## config.mk

```make
export PLATFORM = sky130hd
export DESIGN_NAME = acc_datapath
export DESIGN_NICKNAME = d
export VERILOG_FILES = /design/src/rtl/acc_datapath.sv
export SDC_FILE = /design/constraint.sdc
export NUM_CORES = 1
export LEC_CHECK = 0
export ABC_AREA = 1
export ABC_CLOCK_PERIOD_IN_PS = 4600
export CORE_ASPECT_RATIO = 1.1
export CORE_MARGIN = 2
export CORE_UTILIZATION = 25
export CTS_BUF_LIST = sky130_fd_sc_hd__clkbuf_2
export CTS_CLUSTER_DIAMETER = 50
export DETAILED_ROUTE_END_ITERATION = 6
export PLACE_DENSITY_LB_ADDON = 0.1
export SYNTH_ARGS = -nofsm -noshare
export SYNTH_HDL_FRONTEND = slang
export SYNTH_SLANG_ARGS = --single-unit
```

## constraint.sdc

```tcl
create_clock -name clock_in -period 4.6 [get_ports clock_in]
set_input_delay 1.38 -clock clock_in [delete_from_list [all_inputs] [get_ports clock_in]]
set_output_delay 1.38 -clock clock_in [all_outputs]
set_load 0.01 [all_outputs]
```

## src/rtl/acc_datapath.sv

```systemverilog
// Accumulator datapath: ACC register, Z/N status flags, add/subtract ALU,
// operand sign/zero extension and ACC source multiplexing.
module acc_datapath #(
    parameter int DATA_WIDTH    = 11,
    parameter int OPERAND_WIDTH = 11
) (
    input  logic                     clock_in,
    input  logic                     reset_in,
    input  logic [OPERAND_WIDTH-1:0] operand_in,
    input  logic [DATA_WIDTH-1:0]    data_memory_in,
    input  logic                     alu_op_in,
    input  logic [1:0]               sel_A_in,
    input  logic                     sel_B_in,
    input  logic                     acc_wr_in,
    input  logic                     acc_reset_in,
    input  logic                     status_wr_in,
    input  logic                     status_reset_in,
    output logic [DATA_WIDTH-1:0]    data_out,
    output logic [DATA_WIDTH-1:0]    ext_out,
    output logic [DATA_WIDTH-1:0]    data_memory_address_out,
    output logic                     flag_Z_out,
    output logic                     flag_N_out
);

    logic [DATA_WIDTH-1:0] acc_r;
    logic                  flag_z_r;
    logic                  flag_n_r;
    logic [DATA_WIDTH-1:0] ext_s;
    logic [DATA_WIDTH-1:0] addr_s;
    logic [DATA_WIDTH-1:0] operand_b_s;
    logic [DATA_WIDTH-1:0] alu_result_s;
    logic [DATA_WIDTH-1:0] acc_next_s;
    logic                  alu_zero_s;
    logic                  alu_neg_s;

    // Sign/zero extension; a size cast of a signed value replicates its MSB,
    // and degenerates to pass-through when both widths match.
    always_comb begin
        ext_s  = DATA_WIDTH'($signed(operand_in));
        addr_s = DATA_WIDTH'(operand_in);
    end

    // ALU operand B select and add/subtract (wraps modulo 2^DATA_WIDTH)
    always_comb begin
        operand_b_s = data_memory_in;
        if (sel_B_in) begin
            operand_b_s = ext_s;
        end else begin
            operand_b_s = data_memory_in;
        end

        alu_result_s = acc_r + operand_b_s;
        if (alu_op_in) begin
            alu_result_s = acc_r - operand_b_s;
        end else begin
            alu_result_s = acc_r + operand_b_s;
        end

        alu_zero_s = (alu_result_s == {DATA_WIDTH{1'b0}});
        alu_neg_s  = alu_result_s[DATA_WIDTH-1];
    end

    // ACC source mux; select 11 recirculates ACC so a write there is a no-op
    always_comb begin
        acc_next_s = acc_r;
        case (sel_A_in)
            2'b00:   acc_next_s = data_memory_in;
            2'b01:   acc_next_s = ext_s;
            2'b10:   acc_next_s = alu_result_s;
            2'b11:   acc_next_s = acc_r;
            default: acc_next_s = acc_r;
        endcase
    end

    // ACC register: reset, then clear strobe, then write enable
    always_ff @(posedge clock_in) begin
        if (!reset_in) begin
            acc_r <= {DATA_WIDTH{1'b0}};
        end else if (acc_reset_in) begin
            acc_r <= {DATA_WIDTH{1'b0}};
        end else if (acc_wr_in) begin
            acc_r <= acc_next_s;
        end else begin
            acc_r <= acc_r;
        end
    end

    // Status flags: taken from the ALU result formed with the pre-edge ACC
    always_ff @(posedge clock_in) begin
        if (!reset_in) begin
            flag_z_r <= 1'b0;
            flag_n_r <= 1'b0;
        end else if (status_reset_in) begin
            flag_z_r <= 1'b0;
            flag_n_r <= 1'b0;
        end else if (status_wr_in) begin
            flag_z_r <= alu_zero_s;
            flag_n_r <= alu_neg_s;
        end else begin
            flag_z_r <= flag_z_r;
            flag_n_r <= flag_n_r;
        end
    end

    assign data_out                = acc_r;
    assign flag_Z_out              = flag_z_r;
    assign flag_N_out              = flag_n_r;
    assign ext_out                 = ext_s;
    assign data_memory_address_out = addr_s;

endmodule

```

==> results of run 1 <==
[cells in the mapped netlist, drive strengths merged]
cell type	number	area, µm²
nand4	4	25.0
a221oi	2	17.5
o211ai	2	15.0
a41oi	1	8.76
o21ai	19	110
buf	24	196
or2	1	6.26
a31oi	1	6.26
clkbuf	3	11.3
xor2	9	78.8
nand2	89	382
xnor2	5	43.8
dfxtp	13	260
ha	14	175
a21oi	32	164
clkinv	3	11.3
inv	40	153
nand3	17	85.1
nor2	26	113
o21bai	1	7.51
fa	1	20.0
o22ai	2	12.5
[worst paths after layout]
| kind | slack [ns] | depth (start not counted) | startpoint | endpoint |
|---|---|---|---|---|
| setup / recovery | 0.50 | 20 | sel_B_in | flag_Z_out |
| hold / removal | 0.47 | 2 | flag_Z_out | flag_Z_out |
| setup reg to reg | 2.43 | 13 | data_out[0] | flag_Z_out |
| hold reg to reg | 0.47 | 2 | flag_Z_out | flag_Z_out |
[power groups by stage]
| stage | Sequential (µW) | Clock, µW | Combinational, µW |
|---|---|---|---|
| 5_1_grt | 121 | 72.3 | 298 |
| 2_1_floorplan | 124 | 0 | 173 |
| 3_3_place_gp | 123 | 0 | 269 |
| 3_5_place_dp | 123 | 0 | 265 |
| 4_1_cts | 121 | 71.2 | 267 |
| 6_report | 121 | 70.3 | 267 |
[worst max-delay path: stages]
cell and delay (ns):
clkdlybuf4s50_1 0.45, buf_4 0.18, nand2_1 0.08, o21ai_2 0.08, ha_1 0.20, nand3_1 0.10, nor2_2 0.14, nand2_1 0.08
nand2_2 0.09, xor2_1 0.21, ha_1 0.32, nand2_1 0.10, inv_1 0.06, a21oi_1 0.14, nand2_1 0.08, xor2_1 0.23
nand3_1 0.11, nor2_1 0.11, nand2_1 0.07, a21oi_1 0.11
[sequential cells by signal (all words and copies together), names as in the netlist]
register and flops:
data_out 11, flag_N_out 1, flag_Z_out 1
[final cells by class]
type	instances	area, µm²
fillers	847	4920
multi-input cells	226	1270
repair buffers	70	691
flip-flops and latches	13	260
inverters	43	164
well taps	87	109
clock buffers	4	20.0
[cells by family after synthesis]
family	Yosys count	synth area share, %
flip-flops	13	13.7
AO/OA/AOI/OAI	60	18.0
AND/OR/NAND/NOR	137	32.1
adder cells (fa/ha/maj)	15	10.3
buffers and inverters	70	19.5
XOR/XNOR	14	6.45
[metal layers]
| layer | vias up | part of all wire, % | routed length (µm) |
|---|---|---|---|
| met5 | - | 0 | 0 |
| met4 | 0 | 1.5 | 87 |
| met3 | 7 | 3.3 | 197 |
| met2 | 61 | 45 | 2710 |
| met1 | 907 | 50 | 2970 |
| li1 | 1066 | - | - |
[metrics by stage]
stage	util, %	cells	cell area, µm²	worst slack [ns]	hold WS [ns]
floorplan	-	309	1900	1.01	0.483
global placement	33.6	439	2490	0.162	0.461
detailed placement	33.6	439	2490	0.212	0.454
CTS	33.8	443	2510	0.519	0.475
global route	33.8	443	2510	0.185	0.490
finish	33.8	443	2510	0.502	0.472
==> run_results.csv, run 1 <==
group,metric,value,unit
global_routing,antenna_found_initial,0,
cts,clock_path_buffers,2,
synth,yosysWarnings,0,
pwr,pwr_density_cell,182,mW/mm²
global_routing,met2_usage,23.7,%
cts,ctsResizeCount,0,
cts,cts_tree,"built",
routing,drt_first_pass_iters,4,
worst_setup_path,crit_type,"in2reg",
cts,cts_made_buffers,3,
synth,synth.distinct_cells,32,
synth,synth.ff_latch_count,13,
place,hpwl,5020,µm
routing,finalWirelength,5970,µm
synth,synth_cells,309,
floorplanning,core_area,0.00743,mm²
layout,syn_to_final_growth,32.2,%
synth,syn-num-nets,356,
timing,rsz0062_at_grt,"no",
pwr,p_int,254,µW
floorplanning,die-area,0.00832,mm²
cts,clk-insertion-delay-late,0.31,ns
pwr,combPwrFrac,58.3,%
layout,drive_above_1_share,9.55,%
worst_setup_path,path_max_fanout,10,
cts,cts_num_sinks,13,
global_routing,grt_pass1_wl,9310,µm
global_routing,grt.total_usage,14.4,%
pwr,power,458,µW
floorplanning,io_pins,67,
synth,syn_area_per_cell,6.15,µm²
floorplanning,rows,33,
timing,fin_crit_sh,89.1,%
global_routing,grt_util_met3,1.04,%
routing,vias,2041,
routing,vias_per_cell,4.61,
timing,max_clock_freq,0.244,GHz
floorplanning,initial_core_util,25.6,%
cts,path_clk_slew,0.14,ns
timing,slew_headroom,67.5,%
global_routing,use_met1,20.0,%
timing,fin_crit,4.10,ns
timing,worst_slew_pin_slew,0.482,ns
timing,finalMaxSlewViolations,0,
timing,setup_viol,0,
synth,ys_seq_area_share,13.7,%
global_routing,grt_pass1_vias,1983,
flow_run,cap_viol_max_count,0,
cts,cts_max_level,1,
worst_setup_path,critPathArrivalTime,4.34,ns
worst_setup_path,endpoint_kind,"flip-flop",
outcome,status,"finished clean",
routing,dr.first_iter.drc_count,95,
pwr,leakagePower,0.00116,µW
floorplanning,fp.dieW,87.2,µm
pwr,switching_share,44.6,%
global_routing,grt_busiest_layer,"met2",
place,io_buffer_count,66,
routing,post_drt_wl_per_cell,13.5,µm
hold_path,worst_hold_path_type,"reg2reg",
pwr,p_clk_share,15.3,%
global_routing,grt_max_degree,20,
floorplanning,die_h,95.5,µm
layout,mostFrequentLayoutCells,"nand2_1 (74), clkdlybuf4s50_1 (66), inv_1 (39)",
cts,cts_setup_buffers,0,
layout,finalNetCount,404,
timing,fin_worst_skew,0.0228,ns
worst_setup_path,cp.required,4.84,ns
timing,finalHoldViolCount,0,
timing,fin_tns_setup,0,ns
pwr,p_sw,204,µW
pwr,seq_power_share,26.4,%
routing,ant_nets,0,
place,gp_congestion,0.863,
synth,netlist_area,0.00190,mm²
pwr,vdd.ir_drop.worst,0.0455,mV
routing,drc,0,
cts,hold_buffers,0,
worst_setup_path,startpoint_type,"input pin",
layout,diodes,0,
global_routing,grt-ovfl-total,0,
cts,root_buffer,"clkbuf_2",
layout,final_common_cell,"nand2_1",
No activity file was read; power rests on OpenSTA's default activity.
==> run 2: changes to the inputs <==
--- a/config.mk
+++ b/config.mk
@@ -6,7 +6,7 @@
 export NUM_CORES = 1
 export LEC_CHECK = 0
 export ABC_AREA = 1
-export ABC_CLOCK_PERIOD_IN_PS = 4600
+export ABC_CLOCK_PERIOD_IN_PS = 3600
 export CORE_ASPECT_RATIO = 1.1
 export CORE_MARGIN = 2
 export CORE_UTILIZATION = 25
==> constraint.sdc (replaced) <==
create_clock -name clock_in -period 3.6 [get_ports clock_in]
set_input_delay 1.08 -clock clock_in [delete_from_list [all_inputs] [get_ports clock_in]]
set_output_delay 1.08 -clock clock_in [all_outputs]
set_load 0.01 [all_outputs]
==> run_results.csv, run 2 (synthesized netlist as in run 1, its figures left out) <==
group,metric,value,unit
outcome,status,"finished clean",
floorplanning,die_h,95.5,µm
cts,root_buffer,"clkbuf_2",
layout,syn_to_final_growth,66.8,%
pwr,pwr_density_cell,225,mW/mm²
timing,fin_tns_setup,0,ns
worst_setup_path,path_cells,"clkdlybuf4s50_1 > inv_1 > o21ai_4 > inv_1 > nand2_2 > nand2_4 > xor2_4 > ha_4 > buf_4 > nand2_2 > nor2_1 > nand2_1 > nand3_1 > nand2_1 > nand2_2 > nand2_1 > a21oi_1 > o21ai_0 > a21oi_1",
timing,worst_slew_pin_slew,0.433,ns
layout,final_common_cell,"buf_4",
global_routing,antenna_found_initial,0,
worst_setup_path,cp.required,3.81,ns
routing,ant_nets,0,
timing,slew_headroom,71.2,%
layout,mostFrequentLayoutCells,"buf_4 (66), nand2_1 (64), clkdlybuf4s50_1 (59)",
cts,cts_max_level,1,
floorplanning,die-area,0.00832,mm²
worst_setup_path,r2r_cells,13,
hold_path,min_from,"flag_Z_out",
cts,cts_made_buffers,3,
pwr,leakagePower,0.00151,µW
cts,cts_num_sinks,13,
global_routing,grt.total_usage,15.9,%
timing,fin_worst_skew,0.00178,ns
timing,finalHoldViolCount,0,
layout,drive_above_1_share,31.0,%
flow_run,cap_viol_max_count,0,
hold_path,min_to,"flag_Z_out",
worst_setup_path,worstReg2RegStart,"data_out[0]",
global_routing,grt_max_degree,20,
timing,holdWs,0.485,ns
place,hpwl,5490,µm
layout,largest_register_ffs,11,
worst_setup_path,max_stage_delay,0.47,ns
pwr,power,714,µW
worst_setup_path,endpoint_kind,"flip-flop",
timing,max_clock_freq,0.293,GHz
layout,finalNetCount,467,
worst_setup_path,r2r_slack,1.45,ns
timing,fin_crit,3.41,ns
routing,post_drt_wl_per_cell,13.1,µm
layout,diodes,0,
cts,cts_tree,"built",
routing,met3WireLength,247,µm
timing,finalMaxSlewViolations,0,
routing,maxUsedRoutingLayer,"met4",
worst_setup_path,regToRegEndpoint,"flag_Z_out",
timing,fin_crit_sh,94.8,%
cts,clock_path_buffers,2,
timing,setup_viol,0,
layout,final.fill_count,811,
cts,clk-insertion-delay-late,0.27,ns
hold_path,worst_hold_path_type,"reg2reg",
routing,drc,0,
place,io_buffer_count,66,
routing,met2_length,3240,µm
routing,finalWirelength,6620,µm
floorplanning,io_pins,67,
worst_setup_path,cp_slowest_cell,"clkdlybuf4s50_1",
floorplanning,core_area,0.00743,mm²
routing,drt_first_pass_iters,4,
hold_path,hold_depth,2,
floorplanning,rows,33,
cts,path_clk_slew,0.14,ns
routing,vias_per_cell,4.49,
place,gp_congestion,0.891,
worst_setup_path,path_max_fanout,3,
worst_setup_path,startpoint_type,"input pin",
worst_setup_path,crit_type,"in2reg",
routing,dr.first_iter.drc_count,80,
global_routing,grt_pass1_wl,10400,µm
worst_setup_path,critPathArrivalTime,3.62,ns
floorplanning,initial_core_util,25.6,%
routing,vias,2273,
global_routing,grt-ovfl-total,0,
floorplanning,fp.dieW,87.2,µm
routing,wl_met1,3070,µm
global_routing,grt_pass1_vias,2188,
pwr,vdd.ir_drop.worst,0.0841,mV
run 2: power breakdown:
| group | leakage, µW | switching, µW | internal (µW) |
|---|---|---|---|
| registers | 0.000106 | 5.12 | 149 |
| clock network | 0.0000166 | 52.0 | 29.5 |
| logic | 0.00139 | 237 | 241 |
| total | 0.00151 | 294 | 420 |
run 2: through the flow:
step / utilization [%] / area (µm²) / instances / worst slack [ns]
final: 42.7 / 3170 / 506 / 0.187
after detailed placement: 38.8 / 2880 / 491 / -0.546
after CTS: 40.9 / 3040 / 505 / 0.0272
after global placement: 38.8 / 2880 / 491 / -0.568
after floorplan: - / 1900 / 309 / 0.310
after global routing: 42.7 / 3170 / 506 / -0.0291
run 2: critical path, delay by kind of cell:
kind | cells | cell delay, ns
fa+ha+maj | 1 | 0.30
compound gates | 4 | 0.54
xor+xnor | 1 | 0.19
buf+inv | 4 | 0.74
simple gates | 9 | 0.75
run 2: worst max path at each step:
stage	from	to	depth (start not counted)	slack, ns
floorplan	sel_B_in	data_out[8]	17	0.31
global placement	sel_B_in	flag_Z_out	18	-0.57
detailed placement	sel_B_in	flag_Z_out	20	-0.55
CTS	sel_B_in	flag_Z_out	20	0.03
global route	data_memory_in[0]	flag_Z_out	16	-0.03
finish	data_memory_in[4]	data_out[6]	19	0.19
run 2: layout make-up:
cell class	count	area, µm²	share of cell area [%]
inverters	43	164	5.17
clock buffers	4	20.0	0.631
well taps	87	109	3.43
repair buffers	133	1170	36.8
multi-input cells	226	1450	45.8
flip-flops and latches	13	260	8.20
run 2: repair_timing:
item / in CTS / in global routing
cloned: 0 / 0
endpoints found under the setup margin: 8 / 9
buffers inserted: 10 / 2
hold endpoints to repair: 0 / 0
gates resized for setup: 24 / 37
pin swaps: 16 / 22
hold buffers: 0 / 0
run 2: per-layer routing:
layer  GRT usage (%)  vias to the layer above
li1                -                     1193
met1            21.9                     1011
met2            26.5                       65
met3            1.30                        4
met4            4.10                        0
met5               0                        -
==> run 3: changes to the inputs <==
--- a/config.mk
+++ b/config.mk
@@ -10,9 +10,10 @@
 export CORE_ASPECT_RATIO = 1.1
 export CORE_MARGIN = 2
 export CORE_UTILIZATION = 25
-export CTS_BUF_LIST = sky130_fd_sc_hd__clkbuf_2
+export CTS_BUF_LIST = sky130_fd_sc_hd__clkbuf_16
 export CTS_CLUSTER_DIAMETER = 50
 export DETAILED_ROUTE_END_ITERATION = 6
+export GPL_TIMING_DRIVEN = 0
 export PLACE_DENSITY_LB_ADDON = 0.1
 export SYNTH_ARGS = -nofsm -noshare
 export SYNTH_HDL_FRONTEND = slang
==> run_results.csv, run 3 (synthesized netlist as in run 1, its figures left out) <==
group,metric,value,unit
cts,clock_path_buffers,2,
place,hpwl,5160,µm
routing,drt_first_pass_iters,4,
pwr,power,781,µW
floorplanning,io_pins,67,
layout,diodes,0,
layout,drive_above_1_share,27.2,%
floorplanning,initial_core_util,25.6,%
global_routing,grt.total_usage,14.8,%
worst_setup_path,path_max_fanout,4,
worst_setup_path,cp_slowest_cell,"ha_1",
routing,finalWirelength,6120,µm
global_routing,grt_pass1_vias,2030,
worst_setup_path,worstReg2RegStart,"data_out[0]",
floorplanning,fp.dieW,87.2,µm
pwr,pwr_density_cell,258,mW/mm²
hold_path,min_from,"flag_Z_out",
floorplanning,rows,33,
layout,final.fill_count,808,
worst_setup_path,regToRegEndpoint,"flag_Z_out",
floorplanning,core_area,0.00743,mm²
layout,largest_register_ffs,11,
worst_setup_path,path_cells,"dlygate4sd2_1 > inv_2 > nand2_1 > o21ai_2 > ha_2 > nand3_2 > nor2_4 > nor2_1 > xor2_1 > ha_1 > buf_4 > buf_4 > xor2_1 > nand2_1 > a21oi_1 > o21ai_0 > a21oi_1",
worst_setup_path,cp.required,3.76,ns
global_routing,grt-ovfl-total,0,
cts,cts_max_level,1,
routing,vias_per_cell,4.48,
floorplanning,die_h,95.5,µm
pwr,leakagePower,0.00143,µW
global_routing,grt_pass1_wl,9760,µm
place,io_buffer_count,65,
layout,mostFrequentLayoutCells,"nand2_1 (65), clkdlybuf4s50_1 (55), inv_1 (35)",
hold_path,hold_depth,2,
routing,drc,0,
timing,finalMaxSlewViolations,0,
hold_path,worst_hold_path_type,"reg2reg",
global_routing,grt_max_degree,11,
hold_path,min_to,"flag_Z_out",
worst_setup_path,critPathArrivalTime,3.61,ns
cts,cts_made_buffers,3,
cts,root_buffer,"clkbuf_16",
cts,clk-insertion-delay-late,0.24,ns
worst_setup_path,crit_type,"in2reg",
timing,fin_crit_sh,95.6,%
timing,worst_slew_pin_slew,0.486,ns
place,preCtsSetupSlack,-0.555,ns
worst_setup_path,r2r_slack,1.47,ns
cts,cts_tree,"built",
layout,syn_to_final_growth,58.9,%
timing,fin_crit,3.44,ns
routing,vias,2138,
cts,path_clk_slew,0.04,ns
timing,fin_tns_setup,0,ns
timing,finalHoldViolCount,0,
pwr,vdd.ir_drop.worst,0.112,mV
timing,slew_headroom,67.6,%
place,gp_congestion,0.778,
global_routing,antenna_found_initial,0,
timing,fin_worst_skew,0.00136,ns
flow_run,cap_viol_max_count,0,
outcome,status,"finished clean",
cts,cts_num_sinks,13,
worst_setup_path,startpoint_type,"input pin",
layout,final_common_cell,"nand2_1",
cts,hold_buffers,0,
timing,setup_viol,0,
layout,finalNetCount,438,
routing,ant_nets,0,
worst_setup_path,max_stage_delay,0.34,ns
timing,setup_slack,0.157,ns
worst_setup_path,r2r_cells,13,
timing,rsz0062_at_grt,"yes",
floorplanning,die-area,0.00832,mm²
routing,post_drt_wl_per_cell,12.8,µm
worst_setup_path,endpoint_kind,"flip-flop",
timing,max_clock_freq,0.290,GHz
routing,dr.first_iter.drc_count,66,
-- run 3: changes by cell type in the layout (fill, tap and decap cells not counted), moves of 3 or more --
| cell | delta |
|---|---|
| clkbuf_2 | -5 |
| nand3_2 | +3 |
| buf_4 | -32 |
| clkbuf_16 | +3 |
| clkdlybuf4s50_1 | -4 |
| o21ai_2 | +5 |
| o21ai_4 | -3 |
| o21ai_0 | -3 |
| clkbuf_1 | +3 |
| dlymetal6s2s_1 | +4 |
| nand3_1 | -3 |
-- run 3: final cells by class --
class	instances	area (µm²)	share of cell area, %
multi-input combinational	226	1450	48.1
sequential	13	260	8.61
inverter	43	164	5.42
clock buffer	3	75.1	2.48
tap	87	109	3.60
timing repair buffer	77	751	24.8
buffer	27	208	6.87
clock inverter	1	3.75	0.124
-- run 3: critical path, delay by kind of cell --
family	cells	cell delay [ns]
AOI/OAI and AO/OA	4	0.43
adders and majority gates	2	0.56
and+or+nand+nor	5	0.43
buffers and inverters	4	0.60
xor gates and xnor gates	2	0.48
-- run 3: how the worst max path moves through the flow --
stage | startpoint | to | slack, ns | depth (start not counted)
global route | operand_in[0] | flag_Z_out | -0.05 | 18
detailed placement | operand_in[0] | flag_Z_out | -0.55 | 19
global placement | operand_in[0] | flag_Z_out | -0.56 | 19
floorplan | sel_B_in | data_out[8] | 0.31 | 17
finish | operand_in[0] | data_out[4] | 0.16 | 17
CTS | operand_in[2] | flag_Z_out | 0.01 | 17
-- run 3: repair_timing --
item	CTS	global route
setup endpoints to repair	8	9
resized for setup	28	31
buffers inserted	8	4
pin swaps	16	20
-- run 3: power by group --
part	internal, µW	switching, µW
clock	147	61.6
sequential	150	4.86
combinational	194	224
total	491	290
-- run 3: stage by stage --
stage | hold WS, ns | utilization [%] | instance area (µm²) | instances
2_1_floorplan | 0.483 | - | 1900 | 309
5_1_grt | 0.491 | 40.7 | 3020 | 477
4_1_cts | 0.474 | 38.7 | 2880 | 473
3_3_place_gp | 0.457 | 35.8 | 2660 | 461
6_report | 0.470 | 40.7 | 3020 | 477
3_5_place_dp | 0.467 | 35.8 | 2660 | 461
-- run 3: routing by layer --
layer,routed length (µm),global-route usage (%),part of all wire (%),vias to the layer above
li1,-,-,-,1134
met1,2930,20.5,48,952
met2,2920,24.7,48,48
met3,216,1.13,3.5,4
met4,61,3.85,1.0,0
met5,0,0,0,-
